$ cat src/rtl/dt_arb_pkg.sv
// Shared constants and types for the digital-tube write arbiter.
package dt_arb_pkg;

    localparam logic [31:0] DT_BASE_ADDR = 32'h0000_7F50;
    localparam int unsigned DT_WIN_WORDS = 2;

    localparam logic REQ_CPU = 1'b0;
    localparam logic REQ_AUX = 1'b1;

    typedef struct packed {
        logic [31:0] addr;
        logic [3:0]  byteen;
        logic [31:0] wdata;
    } dt_req_t;

    // Full 32-bit unsigned compare; the window is [base, base + 4*words - 1].
    function automatic logic dt_in_window(input logic [31:0] a,
                                          input logic [31:0] base,
                                          input int unsigned words);
        logic [31:0] last;
        last = base + 32'(4 * words) - 32'd1;
        return (a >= base) && (a <= last);
    endfunction

endpackage

$ cat src/rtl/dt_req_buf.sv
// One-entry write holding buffer with tube-window check and one-cycle error pulse.
module dt_req_buf
    import dt_arb_pkg::*;
#(
    parameter logic [31:0] BASE_ADDR = DT_BASE_ADDR,
    parameter int unsigned WIN_WORDS = DT_WIN_WORDS
) (
    input  logic        clk,
    input  logic        reset,
    input  logic        valid_i,
    input  logic [31:0] addr_i,
    input  logic [3:0]  byteen_i,
    input  logic [31:0] wdata_i,
    input  logic        clear_i,
    output logic        ready_o,
    output logic        full_o,
    output logic [31:0] addr_o,
    output logic [3:0]  byteen_o,
    output logic [31:0] wdata_o,
    output logic        err_o
);

    logic    full_q, full_d;
    logic    err_q, err_d;
    dt_req_t req_q, req_d;
    logic    accept;

    always_comb begin
        full_d = full_q;
        err_d  = 1'b0;
        req_d  = req_q;
        accept = valid_i && !full_q;
        if (clear_i) begin
            full_d = 1'b0;
        end
        // Out-of-window requests are dropped with an error; empty byte enables are dropped quietly.
        if (accept) begin
            if (!dt_in_window(addr_i, BASE_ADDR, WIN_WORDS)) begin
                err_d = 1'b1;
            end else if (byteen_i != 4'd0) begin
                full_d = 1'b1;
                req_d  = '{addr: addr_i, byteen: byteen_i, wdata: wdata_i};
            end
        end
    end

    always_ff @(posedge clk) begin
        if (reset) begin
            full_q <= 1'b0;
            err_q  <= 1'b0;
        end else begin
            full_q <= full_d;
            err_q  <= err_d;
        end
    end

    always_ff @(posedge clk) begin
        req_q <= req_d;
    end

    assign ready_o  = !full_q;
    assign full_o   = full_q;
    assign addr_o   = req_q.addr;
    assign byteen_o = req_q.byteen;
    assign wdata_o  = req_q.wdata;
    assign err_o    = err_q;

endmodule

$ cat src/rtl/dt_write_arbiter.sv
// Arbitrates CPU and auxiliary writes into the digital-tube MMIO pair and muxes the read address.
// Define DT_ARB_CPU_PRIO_EN for fixed CPU priority instead of round-robin.
module dt_write_arbiter
    import dt_arb_pkg::*;
#(
    parameter logic [31:0] BASE_ADDR = DT_BASE_ADDR,
    parameter int unsigned WIN_WORDS = DT_WIN_WORDS
) (
    input  logic        clk,
    input  logic        reset,
    input  logic        r0_valid,
    input  logic [31:0] r0_addr,
    input  logic [3:0]  r0_byteen,
    input  logic [31:0] r0_wdata,
    output logic        r0_ready,
    input  logic        r1_valid,
    input  logic [31:0] r1_addr,
    input  logic [3:0]  r1_byteen,
    input  logic [31:0] r1_wdata,
    output logic        r1_ready,
    input  logic [31:0] cpu_raddr,
    output logic [31:0] cpu_rdata,
    output logic        cpu_rd_stall,
    output logic [31:0] dt_addr,
    output logic [3:0]  dt_byteen,
    output logic [31:0] dt_wdata,
    input  logic [31:0] dt_rd,
    output logic [1:0]  err
);

    logic        full0, full1, clr0, clr1, err0, err1;
    logic [31:0] b0_addr, b1_addr, b0_wdata, b1_wdata;
    logic [3:0]  b0_byteen, b1_byteen;

    logic        gnt_vld, gnt_sel, contest;
    logic [31:0] wr_addr_q, wr_addr_d, dt_wdata_q, dt_wdata_d;
    logic [3:0]  dt_byteen_q, dt_byteen_d;
`ifndef DT_ARB_CPU_PRIO_EN
    logic        last_grant_q, last_grant_d;
`endif

    dt_req_buf #(.BASE_ADDR(BASE_ADDR), .WIN_WORDS(WIN_WORDS)) u_buf0 (
        .clk(clk), .reset(reset), .valid_i(r0_valid), .addr_i(r0_addr),
        .byteen_i(r0_byteen), .wdata_i(r0_wdata), .clear_i(clr0), .ready_o(r0_ready),
        .full_o(full0), .addr_o(b0_addr), .byteen_o(b0_byteen), .wdata_o(b0_wdata),
        .err_o(err0)
    );

    dt_req_buf #(.BASE_ADDR(BASE_ADDR), .WIN_WORDS(WIN_WORDS)) u_buf1 (
        .clk(clk), .reset(reset), .valid_i(r1_valid), .addr_i(r1_addr),
        .byteen_i(r1_byteen), .wdata_i(r1_wdata), .clear_i(clr1), .ready_o(r1_ready),
        .full_o(full1), .addr_o(b1_addr), .byteen_o(b1_byteen), .wdata_o(b1_wdata),
        .err_o(err1)
    );

    always_comb begin
        contest     = full0 && full1;
        gnt_vld     = full0 || full1;
`ifdef DT_ARB_CPU_PRIO_EN
        gnt_sel     = !full0;
`else
        // last_grant tracks the winner of the most recent contest only.
        gnt_sel      = contest ? !last_grant_q : full1;
        last_grant_d = contest ? gnt_sel : last_grant_q;
`endif
        clr0        = gnt_vld && (gnt_sel == REQ_CPU);
        clr1        = gnt_vld && (gnt_sel == REQ_AUX);
        dt_byteen_d = 4'd0;
        wr_addr_d   = wr_addr_q;
        dt_wdata_d  = dt_wdata_q;
        if (clr0) begin
            dt_byteen_d = b0_byteen;
            wr_addr_d   = b0_addr;
            dt_wdata_d  = b0_wdata;
        end else if (clr1) begin
            dt_byteen_d = b1_byteen;
            wr_addr_d   = b1_addr;
            dt_wdata_d  = b1_wdata;
        end
    end

    always_ff @(posedge clk) begin
        if (reset) begin
            dt_byteen_q  <= 4'd0;
            wr_addr_q    <= 32'd0;
            dt_wdata_q   <= 32'd0;
`ifndef DT_ARB_CPU_PRIO_EN
            last_grant_q <= REQ_AUX;
`endif
        end else begin
            dt_byteen_q  <= dt_byteen_d;
            wr_addr_q    <= wr_addr_d;
            dt_wdata_q   <= dt_wdata_d;
`ifndef DT_ARB_CPU_PRIO_EN
            last_grant_q <= last_grant_d;
`endif
        end
    end

    // The tube has one address input: a write pulse owns it and stalls any CPU read.
    assign dt_byteen    = dt_byteen_q;
    assign dt_wdata     = dt_wdata_q;
    assign dt_addr      = (dt_byteen_q != 4'd0) ? wr_addr_q : cpu_raddr;
    assign cpu_rd_stall = (dt_byteen_q != 4'd0);
    assign cpu_rdata    = dt_rd;
    assign err          = {err1, err0};

endmodule

$ cat config.mk
export PLATFORM = sky130hd
export DESIGN_NAME = dt_write_arbiter
export DESIGN_NICKNAME = d
export VERILOG_FILES = /design/src/rtl/dt_arb_pkg.sv /design/src/rtl/dt_req_buf.sv /design/src/rtl/dt_write_arbiter.sv
export SDC_FILE = /design/constraint.sdc
export NUM_CORES = 1
export LEC_CHECK = 0
export BUFFER_PORTS_ARGS = -buffer_cell sky130_fd_sc_hd__buf_2
export CORE_UTILIZATION = 48
export DETAILED_ROUTE_END_ITERATION = 12
export PLACE_DENSITY = 0.81
export SLEW_MARGIN = 20
export SYNTH_ARGS = -nofsm -noshare
export SYNTH_HDL_FRONTEND = slang
export SYNTH_SLANG_ARGS = --single-unit
$ cat constraint.sdc
create_clock -name clk -period 4.6 [get_ports clk]
set_input_delay 0.92 -clock clk [delete_from_list [all_inputs] [get_ports clk]]
set_output_delay 0.92 -clock clk [all_outputs]
set_load 0.02 [all_outputs]
# Word level (Yosys, flattened, before mapping)
# Index checks and enable logic that the tools add are counted.
# word_totals
inputBits,204
regBits,209
# classes
n_bitwise,3
order_cmp,4
reduce_logical,19
n_mux,18
# ops
cell,n
2-to-1 mux 32 bit,5
"greater-or-equal comparator 32 x 15 -> 1 bit, second input constant",2
"<= comparator 32 x 15 -> 1 bit, second input constant",2
nonzero test 4 bit,3
2-to-1 mux 1 bit,11
2-to-1 mux 4 bit,2
logical AND 1 bit,7
AND reduction 3 bit,2
OR reduction 2 bit,2
logical NOT 1 bit,3
inverter 1 bit,3
nonzero test 2 bit,1
logical OR 1 bit,1

# Depth between registers and ports, before layout
# depth
ltp_word,8
mapped_depth,6

# By module
# From an unflattened synthesis, not the netlist that was laid out.
# hier_totals
cells_unflattened,644
hier_area_um2,8672.1
# by_module_without_submodules
mod,area_each_um2,cells_per_inst,seq_area_each_um2,n_inst
dt_req_buf,2254.7,93,2082.0,2
dt_write_arbiter,4162.7,458,1381.3,1

# Least setup slack after synthesis
# Ideal clock, no wire load.
# synth_timing
path_kind,input -> register
start,in r0_addr[27]
end,"reg u_buf0.req_q, in the netlist u_buf0.addr_o[0] (enable)"
arrival_time_ps,3138
path_stages,4
path_slack_ps,1040
required_ps,4178
n_path_buf,0
setup_ps,422
path_cell_list,or4_4 -> a211oi_2 -> nand4b_1 -> inv_1
# synth_between
elab_chain_cells,3
# synth_lines
item,line,source
start: declaration,dt_write_arbiter.sv:12,"input logic [31:0] r0_addr,"
greater-or-equal comparator 32 x 15 -> 1 bit or <= comparator 32 x 15 -> 1 bit (tied branches),dt_arb_pkg.sv:22,return (a >= base) && (a <= last);
logical AND 1 bit (*),dt_arb_pkg.sv:22,
AND reduction 3 bit (no source line) (*),-,
end signal: assignment,dt_req_buf.sv:58,req_q <= req_d;
end: declaration,dt_req_buf.sv:25,"dt_req_t req_q, req_d;"
# Mark *: on every way between the ends. The rest lies on a longest branch, timed or not.
# A chain may end at the register's enable or synchronous reset.

# Final worst setup path
# layout_timing
start,"reg dt_byteen_q[1], in the netlist dt_byteen[1]"
end,out dt_addr[20]
# layout_between
elab_chain_cells,2
# layout_lines
item,line,source
start: declaration,dt_write_arbiter.sv:37,"logic [3:0] dt_byteen_q, dt_byteen_d;"
start signal: assignment,dt_write_arbiter.sv:91,dt_byteen_q <= dt_byteen_d;
nonzero test 4 bit,dt_write_arbiter.sv:103,assign dt_addr = (dt_byteen_q != 4'd0) ? wr_addr_q : cpu_raddr;
2-to-1 mux 32 bit,dt_write_arbiter.sv:103,
end: declaration,dt_write_arbiter.sv:24,"output logic [31:0] dt_addr,"
# Every way passes these cells.

==> results_dict.tcl <==
set metrics [dict create \
    post_cts_buffers 0 \
    io_pins 309 \
    grt_pass1_vias 5483 \
    start_kind "flop" \
    root_buffer "clkbuf_16" \
    p_per_area_nw_per_um2 392 \
    worstHoldPathType "reg2reg" \
    fin_area_um2 9710 \
    grt-ovfl-total 0 \
    placed_cells 970 \
    firstDrtPassIters 5 \
    hold_viol 0 \
    clock_latency_ns 0.49 \
    tightest_slew_ns 0.866 \
    clk_path_buf_depth 3 \
    grt_max_degree 73 \
    p_leak_nw 3.61 \
    drt_iter0_drc 378 \
    cts_hold_buf 0 \
    critPathCaptureType "output pin" \
    drv_cap 0 \
    relSlewSlack_pct 42.3 \
    cts_sinks 209 \
    slowest_stage "buf_4" \
    syn_inst 568 \
    die-height_um 130 \
    via_count 5527 \
    place_area_um2 9020 \
    row_count 46 \
    final_common_cell "buf_2" \
    wl_per_cell_um 19.6 \
    synth-seq-cells 209 \
    cp.arrival_ns 2.07 \
    setup_viol 0 \
    die_area_um2 16800 \
    ant_nets 0 \
    crit_fanout 33 \
    fillers 1255 \
    ys_warn_count 0 \
    gp_congestion 0.800 \
    clk_pin_slew_ns 0.06 \
    crit_required_ns 3.68 \
    drc 0 \
    hpwl_mm 13.7 \
    yosysTopAreaCell "edfxtp_1" \
    drive_gt1_share_pct 36.9 \
    rsz0062_at_grt "no" \
    slew_viol_final 0 \
    post_cts_resized 0 \
    critPathKind "reg2out" \
    worstPathCellList "nor4_4 -> buf_4 -> mux2_1 -> buf_2" \
    dp_slack_ns 1.30 \
    fmax_ghz 0.334 \
    yosysSeqAreaShare_pct 70.8 \
    grtUsageTotal_pct 23.2 \
    htreeDepth 1 \
    viasPerCell 5.46 \
    grt_antenna_before_repair 3 \
    fin_ws_ns 1.61 \
    status "finished clean" \
    synth_area_um2 7830 \
    syn_area_per_cell_um2 13.8 \
    areaGrowthSynthToFinish_pct 23.9 \
    cts_buffers 22 \
    final_cell_mix "buf_2, edfxtp_1, dfxtp_1, a21oi_1, nand2_1" \
    coreArea_um2 15900 \
    cp.buffers_inverters 2 \
    port_buffers 244 \
    nets 982 \
    finalCritPeriodShare_pct 65.0 \
    final_cells 1013 \
    ir_drop_mv 0.299 \
    finalClockSkew_ns 0.0145 \
    syn_nets 772 \
    grt_pass1_wl_mm 28.6 \
    start_util_pct 49.3 \
    die_w_um 130 \
    setup_tns_ns 0 \
    max_stage_delay_ns 0.43 \
    drt-total-wl_mm 19.9 \
    synth_area_leaders "edfxtp_1, dfxtp_1, a22oi_1" \
    synth_cell_types 37 \
    cpLargestDelayFamily "buffers and inverters" \
    cts_tree "built" \
    p_total_mw 3.81 \
    netlist.area_leader.share_pct 52.1 \
    min_period_ns 2.99 \
]
==> synthesized netlist by cell type <==
master / n
edfxtp_1: 136
dfxtp_1: 73
a21oi_1: 70
nand2_1: 66
a22oi_1: 64
buf_4: 34
mux2_1: 32
clkbuf_1: 17
buf_2: 12
nor2_1: 8
a211oi_1: 4
inv_1: 4
nor3b_1: 4
nor4_1: 4
buf_1: 3
o21ai_0: 3
a211oi_2: 2
a41o_1: 2
and2_1: 2
and4_1: 2
and4bb_4: 2
nand2b_1: 2
nand4_1: 2
nand4b_1: 2
nor4b_1: 2
nor4bb_1: 2
o31a_1: 2
or4_1: 2
or4_4: 2
a21boi_1: 1
inv_2: 1
nand3_1: 1
nand3b_1: 1
nor2_2: 1
nor2_4: 1
nor4_4: 1
or3_1: 1
==> path summary, 6_finish.rpt <==
path | cells after the start | slack, ns | to | start
setup / recovery | 4 | 1.61 | dt_addr[20] | dt_byteen[1]$_SDFF_PP0_
hold / removal | 2 | 0.48 | dt_byteen[3]$_SDFF_PP0_ | u_buf1.byteen_o[3]$_DFFE_PP_
setup reg to reg | 5 | 2.46 | u_buf0.wdata_o[23]$_DFFE_PP_ | u_buf0.full_o$_SDFF_PP0_
hold reg to reg | 2 | 0.48 | dt_byteen[3]$_SDFF_PP0_ | u_buf1.byteen_o[3]$_DFFE_PP_
==> metal layers <==
layer,global-route usage (%),vias up,share of wire (%)
met5,0,-,0
met4,14.1,0,5.1
met3,4.02,82,7.2
met2,40.9,299,52
met1,26.5,2609,36
li1,-,2537,-
==> flip-flops by register name (all words and copies together) (netlist names) <==
name,cells
u_buf0.addr_o,32
u_buf0.full_o,1
u_buf1.full_o,1
u_buf0.wdata_o,32
u_buf0.err_o,1
u_buf1.err_o,1
u_buf0.byteen_o,4
u_buf1.addr_o,32
u_buf1.wdata_o,32
last_grant_q,1
dt_byteen,4
u_buf1.byteen_o,4
dt_wdata,32
wr_addr_q,32
==> layout make-up <==
type	count	area, um^2	share of cell area [%]
flip-flops and latches	209	5550	57.1
multi-input cells	288	1890	19.5
repair buffers	252	1290	13.3
clock buffers	36	654	6.74
well taps	216	270	2.78
clock inverters	4	23.8	0.245
inverters	5	18.8	0.193
diodes	3	7.51	0.0773
==> worst reg2reg max path: stages, from the launching register on <==
cell and delay (ns):
dfxtp_1 0.38, nand2b_1 0.19, a211oi_1 0.22, nand4b_1 0.16
inv_2 0.51, buf_12 0.33
==> through the flow <==
step	hold WS (ns)	utilization (%)
4_1_cts	0.479	61.1
3_3_place_gp	0.461	56.8
6_report	0.478	61.1
5_1_grt	0.505	61.1
3_5_place_dp	0.467	56.8
2_1_floorplan	0.450	-
==> power by group <==
group          total [mW]  internal [mW]  switching, mW
clock                1.65          0.971          0.679
combinational       0.159         0.0763         0.0827
sequential           2.00           2.00       0.000317
==> logic make-up after synthesis <==
family | Yosys count | share of synthesized area [%]
flip-flops | 209 | 70.8
AO/OA/AOI/OAI | 148 | 12.1
AND/OR/NAND/NOR | 108 | 7.29
buffers and inverters | 71 | 5.22
multiplexers | 32 | 4.60
No activity file was read; power rests on OpenSTA's default activity.
